$ cat src/rtl/wb_arbiter.sv
// Writeback arbiter: merges single-cycle ALU results with in-order LSU load results
// into one registered register-file write port, and flags pending-load read hazards.
module wb_arbiter #(
    parameter int unsigned XLEN       = 32,
    parameter int unsigned REGID_W    = 5,
    parameter int unsigned FIFO_DEPTH = 2
) (
    input  logic                            clk,
    input  logic                            rst,
    input  logic                            alu_wb_valid,
    input  logic [REGID_W-1:0]              alu_wb_addr,
    input  logic [XLEN-1:0]                 alu_wb_data,
    input  logic                            lsu_wb_valid,
    output logic                            lsu_wb_ready,
    input  logic [REGID_W-1:0]              lsu_wb_addr,
    input  logic [XLEN-1:0]                 lsu_wb_data,
    input  logic [REGID_W-1:0]              rs1_addr,
    input  logic [REGID_W-1:0]              rs2_addr,
    output logic                            rs1_pending,
    output logic                            rs2_pending,
    output logic [$clog2(FIFO_DEPTH):0]     fifo_count,
    output logic                            rd_write,
    output logic [REGID_W-1:0]              rd_addr,
    output logic [XLEN-1:0]                 rd_wdata
);

    localparam int unsigned IDX_W = $clog2(FIFO_DEPTH);
    localparam int unsigned PTR_W = IDX_W + 1;

    logic [PTR_W-1:0]      wr_ptr_q, wr_ptr_d;
    logic [PTR_W-1:0]      rd_ptr_q, rd_ptr_d;
    logic [FIFO_DEPTH-1:0] ent_valid_q, ent_valid_d;
    logic [REGID_W-1:0]    ent_addr_q [FIFO_DEPTH];
    logic [XLEN-1:0]       ent_data_q [FIFO_DEPTH];

    logic                  rd_write_q, rd_write_d;
    logic [REGID_W-1:0]    rd_addr_q, rd_addr_d;
    logic [XLEN-1:0]       rd_wdata_q, rd_wdata_d;
    logic                  rd_from_lsu_q, rd_from_lsu_d;

    logic                  full, empty, accept, alu_req, lsu_keep, push, pop;
    logic [IDX_W-1:0]      wr_idx, rd_idx;

    assign wr_idx = wr_ptr_q[IDX_W-1:0];
    assign rd_idx = rd_ptr_q[IDX_W-1:0];
    assign full   = (wr_idx == rd_idx) && (wr_ptr_q[PTR_W-1] != rd_ptr_q[PTR_W-1]);
    assign empty  = (wr_ptr_q == rd_ptr_q);

    assign lsu_wb_ready = !full && !rst;
    assign accept       = lsu_wb_valid && lsu_wb_ready;
    assign alu_req      = alu_wb_valid && (alu_wb_addr != '0);
    assign lsu_keep     = accept && (lsu_wb_addr != '0);

    // Priority: ALU, then FIFO head, then LSU bypass
    always_comb begin
        push          = 1'b0;
        pop           = 1'b0;
        ent_valid_d   = ent_valid_q;
        rd_write_d    = 1'b0;
        rd_addr_d     = rd_addr_q;
        rd_wdata_d    = rd_wdata_q;
        rd_from_lsu_d = 1'b0;

        if (alu_req) begin
            rd_write_d = 1'b1;
            rd_addr_d  = alu_wb_addr;
            rd_wdata_d = alu_wb_data;
            push       = lsu_keep && (lsu_wb_addr != alu_wb_addr);
            for (int unsigned i = 0; i < FIFO_DEPTH; i++) begin
                if (ent_valid_q[IDX_W'(i)] && (ent_addr_q[IDX_W'(i)] == alu_wb_addr)) begin
                    ent_valid_d[IDX_W'(i)] = 1'b0;
                end
            end
        end else if (!empty) begin
            pop                 = 1'b1;
            push                = lsu_keep;
            ent_valid_d[rd_idx] = 1'b0;
            if (ent_valid_q[rd_idx]) begin
                rd_write_d    = 1'b1;
                rd_addr_d     = ent_addr_q[rd_idx];
                rd_wdata_d    = ent_data_q[rd_idx];
                rd_from_lsu_d = 1'b1;
            end
        end else if (lsu_keep) begin
            rd_write_d    = 1'b1;
            rd_addr_d     = lsu_wb_addr;
            rd_wdata_d    = lsu_wb_data;
            rd_from_lsu_d = 1'b1;
        end

        // The push slot is always free, so it never collides with a kill or pop
        if (push) begin
            ent_valid_d[wr_idx] = 1'b1;
        end
        wr_ptr_d = wr_ptr_q + PTR_W'(push);
        rd_ptr_d = rd_ptr_q + PTR_W'(pop);
    end

    always_ff @(posedge clk or posedge rst) begin
        if (rst) begin
            wr_ptr_q      <= '0;
            rd_ptr_q      <= '0;
            ent_valid_q   <= '0;
            rd_write_q    <= 1'b0;
            rd_addr_q     <= '0;
            rd_wdata_q    <= '0;
            rd_from_lsu_q <= 1'b0;
        end else begin
            wr_ptr_q      <= wr_ptr_d;
            rd_ptr_q      <= rd_ptr_d;
            ent_valid_q   <= ent_valid_d;
            rd_write_q    <= rd_write_d;
            rd_addr_q     <= rd_addr_d;
            rd_wdata_q    <= rd_wdata_d;
            rd_from_lsu_q <= rd_from_lsu_d;
        end
    end

    // Payload storage needs no reset; the valid bits qualify it
    always_ff @(posedge clk) begin
        if (push) begin
            ent_addr_q[wr_idx] <= lsu_wb_addr;
            ent_data_q[wr_idx] <= lsu_wb_data;
        end
    end

    always_comb begin
        rs1_pending = 1'b0;
        rs2_pending = 1'b0;
        for (int unsigned i = 0; i < FIFO_DEPTH; i++) begin
            if (ent_valid_q[IDX_W'(i)] && (ent_addr_q[IDX_W'(i)] == rs1_addr)) rs1_pending = 1'b1;
            if (ent_valid_q[IDX_W'(i)] && (ent_addr_q[IDX_W'(i)] == rs2_addr)) rs2_pending = 1'b1;
        end
        if (rd_write_q && rd_from_lsu_q && (rd_addr_q == rs1_addr)) rs1_pending = 1'b1;
        if (rd_write_q && rd_from_lsu_q && (rd_addr_q == rs2_addr)) rs2_pending = 1'b1;
        if (rs1_addr == '0) rs1_pending = 1'b0;
        if (rs2_addr == '0) rs2_pending = 1'b0;
    end

    assign fifo_count = wr_ptr_q - rd_ptr_q;
    assign rd_write   = rd_write_q;
    assign rd_addr    = rd_addr_q;
    assign rd_wdata   = rd_wdata_q;

endmodule

$ cat config.mk
export PLATFORM = sky130hd
export DESIGN_NAME = wb_arbiter
export DESIGN_NICKNAME = d
export VERILOG_FILES = /design/src/rtl/wb_arbiter.sv
export SDC_FILE = /design/constraint.sdc
export NUM_CORES = 1
export LEC_CHECK = 0
export ABC_AREA = 1
export CORE_MARGIN = 5
export CORE_UTILIZATION = 40
export DETAILED_ROUTE_END_ITERATION = 8
export SLEW_MARGIN = 20
export SYNTH_ARGS = -nofsm -noshare
export SYNTH_HDL_FRONTEND = slang
export SYNTH_SLANG_ARGS = --single-unit
$ cat constraint.sdc
create_clock -name clk -period 4.1 [get_ports clk]
set_clock_uncertainty 0.1 [all_clocks]
set_input_delay 0.615 -clock clk [delete_from_list [all_inputs] [get_ports clk]]
set_output_delay 0.615 -clock clk [all_outputs]
set_load 0.03 [all_outputs]
-- Word-level counts from Yosys, hierarchy flattened
Memories as Yosys holds them, arrays and structs flattened.
Index checks and enable logic that the tools add are counted.
- bits in writable memories: 74
- output and inout port bits: 43
- memory bits (read-only): 0
- flip-flop bits (word level): 45
- bits in latches: 0
- bits of input ports: 88
- logic and storage cells: 95
- memories kept: 2
- memories (memory ; depth ; width ; read ports ; clocked after memory_dff ; wr ports ; RTL line ; source):
    ent_data_q ; 2 ; 32 ; 1 ; 0 ; 1 ; 34 ; logic [XLEN-1:0] ent_data_q [FIFO_DEPTH];
    ent_addr_q ; 2 ; 5 ; 3 ; 0 ; 1 ; 33 ; logic [REGID_W-1:0] ent_addr_q [FIFO_DEPTH];
- muxes and demuxes: 38
- shift operators: 0
- $lt $le $gt $ge: 4
- div/mod/pow operators: 0
- reductions and logical operators: 25
- bitwise gates (word level): 3
- equal/unequal tests: 13
- add/subtract/negate cells: 3
- $mul: 0
- operator list (cell ; count):
    32-bit two-way mux ; 4
    5-bit equality test ; 8
    1-bit two-way mux ; 25
    5-bit two-way mux ; 4
    1-bit logical AND ; 17
    5-bit logical NOT ; 2
    5-bit nonzero test ; 2
    2-bit two-way mux ; 3
    5-bit inequality test ; 1
    2-bit by 1-bit adder with 2-bit output ; 2
    1-bit by 2-bit less-than comparator with 1-bit output, second input constant ; 2
    3-bit by 1-bit inequality test with 1-bit output, second input constant ; 1
    3-bit nonzero test ; 1
    2-bit AND ; 1
    1-bit demux with 1-bit select ; 2
    2-bit equality test ; 1
    1-bit greater-or-equal comparator, second input constant ; 2
    1-bit logical NOT ; 2
    2-bit NOT ; 1
    2-bit bitwise OR ; 1
    2-bit AND reduction ; 1
    2-bit subtractor ; 1
    1-bit equality test ; 1
    1-bit inequality test ; 1

-- Longest topological paths before layout
- depth after elaboration: 10
- mapped depth: 12
- depth with buffers taken out: 10

-- Worst setup path after synthesis
No wires, ideal clock.
- kind: input to register
- start point: input port rst
- end point: memory ent_addr_q[1][0] (enable)
- setup time: 0.399 ns
- required time: 3.601 ns
- data arrival time: 3.327 ns
- slack: 0.273 ns
- path buffers: 0
- cell stages on the path: 7
- path through: inv_1 nand2_1 inv_2 nand2_1 nor2_1 and2_1 ha_1
- cells in the longest elaborated chain, start to end: 8
- elaborated cells on any way between the ends: 9
- classes of those cells: mux (4); reduce/logical (5)
- ends and longest elaborated chain (what ; RTL line ; source):
    start, declared ; 9 ; input logic rst,
    1-bit logical NOT (no line) (*) ; n/a ;
    1-bit logical AND (*) ; 49 ; assign lsu_wb_ready = !full && !rst;
    via lsu_wb_ready ; 14 ; output logic lsu_wb_ready,
    1-bit logical AND (*) ; 50 ; assign accept = lsu_wb_valid && lsu_wb_ready;
    1-bit logical AND (*) ; 52 ; assign lsu_keep = accept && (lsu_wb_addr != '0);
    1-bit two-way mux / 1-bit logical AND (equally long branches) ; 74, 68 ;
    1-bit two-way mux (*) ; 64 ; if (alu_req) begin
    1-bit two-way mux (*) ; 121 ; if (push) begin
    1-bit two-way mux (not written as such) (*) ; 122 ; ent_addr_q[wr_idx] <= lsu_wb_addr;
    end, declared ; 33 ;
The timed path passes the listed nets; every way through them passes the cells marked *.

-- Worst setup path in the final report
- start point: register wr_ptr_q[0]
- end point: output port fifo_count[0]
- cells in the longest elaborated chain, start to end: 1
- ends and longest elaborated chain (what ; RTL line ; source):
    start, declared ; 30 ; logic [PTR_W-1:0] wr_ptr_q, wr_ptr_d;
    start signal, assigned ; 109 ; wr_ptr_q <= wr_ptr_d;
    2-bit subtractor ; 140 ; assign fifo_count = wr_ptr_q - rd_ptr_q;
    end, declared ; 21 ; output logic [$clog2(FIFO_DEPTH):0] fifo_count,
No other way between the ends.

==> flow_summary.toml <==
[status]
outcome = "finished clean"

[sta]
setup_viol = 0
finalMaxSlewViolations = 0
period_share_pct = 82.0
max_freq_ghz = 0.297
relSlewSlack_pct = 57.2
fin_setup_tns_ps = 0
worst_pin_slew_ps = 640
rsz0062_at_grt = "false"
finalHoldViolCount = 0
min_period_ps = 3360

[yosys]
synthCells = 822
yosysUniqueCellTypes = 25
seq_area_frac_synth_pct = 52.6
synth_area_sq_um = 6360
synth_nets = 914
syn_avg_cell_area_sq_um = 7.74
yosys_warnings = 0
ys_seq_elements = 119

[setup_path]
worstSetupStartpointType = "flip-flop"
crit_start = "wr_ptr_q[0]"
r2r_start = "wr_ptr_q[0]"
cp_top_family = "buffers and inverters"
r2r-end = "ent_data_q[1][6]"
max_stage_delay_ps = 640
r2r_cells = 10
crit_chain = "inv_1 > ha_1 > buf_4 > inv_1 > clkdlybuf4s50_1"
cp.depth = 5
worstSetupEndpoint = "fifo_count[0]"
critPathMaxFanout = 27
critPathRequiredTime_ps = 3380
rrSetupSlack_ps = 1240
arrival_ps = 2650
endpoint_kind = "output port"
crit_buf_inv = 4
crit_top_cell = "inv_1"
cp_slowest_cell = "ha_1"
crit_type = "reg -> out"

[routing]
m1WireLength_mm = 8.11
vias = 5688
dr.max_layer_used = "met4"
ant_nets = 0
routed-wl-met3_mm = 1.53
wl_mm = 19.8
drt-vias-per-instance = 4.85
firstDrtPassIters = 5
wire_per_inst_um = 16.9
dr_wl_met2_mm = 9.60
route.detailed.drc = 0
drt_iter0_markers = 524

[flow_run]
cap_violations = 0

[finish]
final_core_util_pct = 53.1
synthToLayoutAreaGrowth_pct = 31.6
diodes = 0
drive_gt1_share_pct = 5.54
fin_nets = 1035

[pwr]
clkPwrFrac_pct = 21.3
power_leakage_nw = 3.97
vdd_drop_max_mv = 0.406
seqPwrFrac_pct = 28.0
p_int_w = 0.00362
comb_power_share_pct = 50.7
power.density_nw_per_um2 = 786
power_switching_share_pct = 45.1
p_switching_w = 0.00297

[clocking]
cts_hold_buf = 0
htreeDepth = 4
cts_buffers = 17
post_cts_resized = 0
clock-sinks = 119
cts_tree = "done"
cts_setup_buffers = 0
ctsRootBufferMaster = "clkbuf_16"
clockBufferDepth = 2
clkSlewWorstSetupHoldPaths_ps = 50
clk_latency_ps = 430

[global_route]
grt_pass1_vias = 5657
grtUsageTotal_pct = 21.7
grt_overflow = 0
grt_max_degree = 47
grt_pass1_wl_mm = 30.5
antenna_found_initial = 0

[floorplanning]
fp.coreArea_sq_um = 15800
fp.dieH_um = 136
dieArea_sq_um = 18500
io_pins = 131
fp.dieW_um = 136
fp-row-count = 46
initial_core_util_pct = 40.4

[placed_design]
dp_hpwl_mm = 13.5
gp_congestion = 0.883
port-buffer-count = 130

[hold_path]
hp-class = "reg -> reg"
-- cell type report --
cell class              instances  area, sq um
inverters                      47          176
multi-input cells             615         2610
flip-flops and latches        119         3350
repair buffers                143         1410
fillers                      1548         7400
well taps                     216          270
clock inverters                11          113
clock buffers                  21          440
-- sequential cells by signal, indices dropped and copies added (netlist names) --
register / flops
ent_addr_q: 10
rd_wdata: 32
wr_ptr_q: 2
rd_write: 1
ent_valid_q: 2
ent_data_q: 64
rd_ptr_q: 2
rd_addr: 5
rd_from_lsu_q: 1
-- through the flow --
stage               hold slack [ps]  instance area [sq um]  setup WS (ps)  cells  power [W]
floorplan                       399                   6360            273    822    0.00406
global placement                366                   7820            889   1140    0.00523
detailed placement              367                   7820            824   1140    0.00523
CTS                             384                   8370            725   1172    0.00666
global route                    402                   8370            607   1172    0.00706
finish                          375                   8370            737   1172    0.00658
-- cells in the mapped netlist (all sizes together) --
library cell	count	share of area [%]
nor2	35	2.1
a21oi	3	0.29
buf	31	3.1
inv	47	2.8
nor3	4	0.31
dfrtp	45	18
a22oi	1	0.12
o21ai	28	2.2
nand3	96	7.7
and2	1	0.098
mux2i	1	0.16
nand2	429	25
ha	4	0.79
clkbuf	10	0.59
edfxtp	74	35
xor2	8	1.1
xnor2	5	0.69
-- per-layer routing --
metal	vias up	global-route usage, %
li1	2860	-
met1	2618	26.0
met2	180	36.1
met3	30	6.96
met4	0	8.96
met5	-	0
-- placed cells by master (no fill, tap or decap), drive strengths merged --
cell and count:
buf 13, nor3 4, clkinv 8, bufinv 2, xor2 8, mux2i 1, edfxtp 74, nand2 429
clkinvlp 1, xnor2 5, nor2 35, dfrtp 45, clkdlybuf4s50 130, a21oi 3, and2 1, a22oi 1
clkbuf 21, ha 4, o21ai 28, inv 47, nand3 96
-- worst min path at each step --
stage	startpoint	endpoint	slack [ps]	cells past startpoint
2_1_floorplan	wr_ptr_q[0]	ent_valid_q[1]	400	2
3_3_place_gp	rd_wdata[1]	rd_wdata[1]	370	2
3_5_place_dp	rd_wdata[17]	rd_wdata[17]	370	2
4_1_cts	rd_wdata[1]	rd_wdata[1]	380	2
5_1_grt	rd_wdata[26]	rd_wdata[26]	400	2
6_report	rd_wdata[10]	rd_wdata[10]	370	2
-- kinds of logic after synthesis --
logic type	share of synthesized area (%)
flops	52.6
compound gates	2.62
xor+xnor	1.79
fa+ha+maj	0.787
buf+inv	6.47
simple gates	35.6
mux	0.157
-- power by group through the flow --
stage / registers [W] / logic (W) / clock network [W]
floorplan: 0.00217 / 0.00189 / 0
global placement: 0.00186 / 0.00336 / 0
detailed placement: 0.00187 / 0.00337 / 0
CTS: 0.00185 / 0.00339 / 0.00142
global route: 0.00188 / 0.00369 / 0.00149
finish: 0.00184 / 0.00334 / 0.00140
-- worst register-to-register path: stages, from the launching register on --
cell and delay, ps:
dfrtp_1 370, inv_1 100, ha_1 530, nand3_1 200, nand2_1 90, inv_2 80
nand2_1 70, nor2_1 170, and2_1 190, ha_2 390, buf_12 250
Power figures use the tool's default switching activity.
==> patch, RTL diff (same flow settings) <==
Make the reset (`rst`) synchronous in one clocked block.
--- a/src/rtl/wb_arbiter.sv
+++ b/src/rtl/wb_arbiter.sv
@@ -98,3 +98,3 @@
 
-    always_ff @(posedge clk or posedge rst) begin
+    always_ff @(posedge clk) begin
         if (rst) begin
Check against the original RTL: differs if rst is asserted again (counterexample within 4 cycles, from zero or initial values and one cycle with rst high); with rst held inactive, the same outputs for 4 cycles.
==> patch against the original RTL <==
- synthesized area fell by 1.6%
- register-to-register slack improved by 300 ps
- worst setup slack improved by 200 ps
- sequential cell count did not move
- final area fell by 0.39%
- count of clock-buffer cells in the layout rose by 1
- wire length fell by 19%
- first-iteration DRC count fell by 26%
- highest routed layer unchanged
Power is not compared: it rests on default switching activity, and its combinational part moved more than twofold at a synthesized area within 25%.
==> patch: results (changes against the original RTL) <==
- Status: finished, final reports clean (unchanged).
- The number of DRC markers after the initial detailed-route iteration is 388 (was 524).
- The cell class contributing the biggest share of worst-path delay is buffers and inverters (unchanged).
- The highest metal layer with signal wires was met4 (unchanged).
- The number of nets produced by synthesis is 945 (was 914).
- The number of antenna violations at the first check in global routing is 1 (was 0).
- The met1 track demand over resource in global routing is 22.41% (was 26.02%).
- The count of cell types in the netlist is 28 (was 25).
- The sequential fraction of the synthesis area is 49.87% (was 52.62%).
- The global placer's final weighted congestion came to 0.8746 (was 0.8829).
- The clock latency reported for the late side of the worst-skew pair is 410 ps (was 430 ps).
- The switching power is 0.001268 W.
- The maximum number of pins on one net before global-route repair was 58 (was 47).
- The slowest stage cell on the critical path is sky130_fd_sc_hd__clkdlybuf4s50_1 (was sky130_fd_sc_hd__ha_1).
- The first-pass GRT wire length came to 26.18 mm (was 30.48 mm).
- The number of enable flip-flop cells after synthesis was 74 (unchanged).
- The number of fillers in the final layout came to 1,453 (was 1,548).
- The total clock buffers created by CTS was 17 (unchanged).
- The total met2 wirelength after detailed routing was 7.453 mm (was 9.598 mm).
- The global routing met3 resource utilization is 5.216% (was 6.958%).
- The post-cts repair resize count is 0 (unchanged).
- The mean routed wirelength per cell came to 13.39 microns (was 16.85 microns).
- The detailed-routed wire length on met3 is 1.029 mm (was 1.534 mm).
- Commonest cells in the netlist: 349 x sky130_fd_sc_hd__nand2_1, 108 x sky130_fd_sc_hd__inv_1, 101 x sky130_fd_sc_hd__nor2_1 (was 428 x sky130_fd_sc_hd__nand2_1, 94 x sky130_fd_sc_hd__nand3_1, 74 x sky130_fd_sc_hd__edfxtp_1).
- The critical path arrival is 2450 ps (was 2650 ps).
- The post-synthesis cell count was 853 (was 822).
- The proportion of register bits with asynchronous set or reset after synthesis is 0% (was 37.82%).
- The met2 demand-to-capacity share in global routing is 30.06% (was 36.08%).
- The length of routed wiring on met1 was 7.261 mm (was 8.112 mm).
- The stage delay of the slowest cell on the critical path is 660 ps (was 640 ps).
- The final standard cell count with taps included and fillers excluded is 1,201 (was 1,172).
- The power in combinational cells is 0.00114 W.
- Synth top area cells: sky130_fd_sc_hd__edfxtp_1 35%, sky130_fd_sc_hd__nand2_1 21%, sky130_fd_sc_hd__dfxtp_1 14% (was sky130_fd_sc_hd__edfxtp_1 35%, sky130_fd_sc_hd__nand2_1 25%, sky130_fd_sc_hd__dfrtp_1 18%).
- The post-layout net count was 1,068 (was 1,035).
- The worst min-delay path category is flip-flop to flip-flop (unchanged).
- The vias per cell is 4.522 (was 4.853).
- The share of post-route cells with drive strength above 1 is 5.258% (was 5.544%).
- The half-perimeter wire length after detailed placement is 10.81 mm (was 13.53 mm).
- The highest net fanout along the worst path is 4 (was 27).
- The total global routing track utilization is 18.22% (was 21.70%).
- The number of global-route vias before repair was 5,259 (was 5,657).
- The transition time at the pin with the least slew margin is 533.0 ps (was 640.4 ps).
[patch: final cells by class]
class / count / area share (%)
Clock inverter: 10 / 1.800
Multi-Input combinational cell: 583 / 30.06
Tap cell: 211 / 3.165
Inverter: 113 / 5.086
Sequential cell: 119 / 37.46
Timing Repair Buffer: 142 / 16.83
Clock buffer: 22 / 5.566
Antenna cell: 1 / 0.03000
[patch: worst min-delay path: cells and delay by family (launching register included)]
family | cells | cell delay [ps]
buffers and inverters | 1 | 50
AND/OR/NAND/NOR | 3 | 120
flip-flops | 1 | 300
[patch: worst paths after layout]
check | startpoint | endpoint | slack, ps | depth (start not counted)
min reg2reg | rd_wdata[21] | rd_wdata[21] | 410 | 4
max | rs1_addr[1] | rs1_pending | 940 | 9
min | rd_wdata[21] | rd_wdata[21] | 410 | 4
max reg2reg | wr_ptr_q[0] | rd_wdata[31] | 1540 | 10
[patch: kinds of logic (layout without fill, tap and decap cells)]
logic type / Yosys count / in the layout / share of synthesized area, %
compound gates: 78 / 78 / 6.513
xor+xnor: 20 / 20 / 2.797
fa+ha+maj: 4 / 4 / 0.7992
buf+inv: 151 / 287 / 10.17
flops: 119 / 119 / 49.87
other cells: 0 / 1 / 0
simple gates: 481 / 481 / 29.85
[patch: stage by stage]
step	hold slack [ps]	power (W)	instance area [sq um]	util [%]	setup WS [ps]
after floorplan	373.8	0.002224	6262	-	1015
after global placement	400.8	0.002613	7724	50.62	984.5
after detailed placement	399.2	0.002613	7724	50.62	979.1
after CTS	408.8	0.004168	8338	54.65	973.5
after global routing	437.3	0.004364	8341	54.66	782.3
final	407.4	0.004126	8341	54.66	939.3
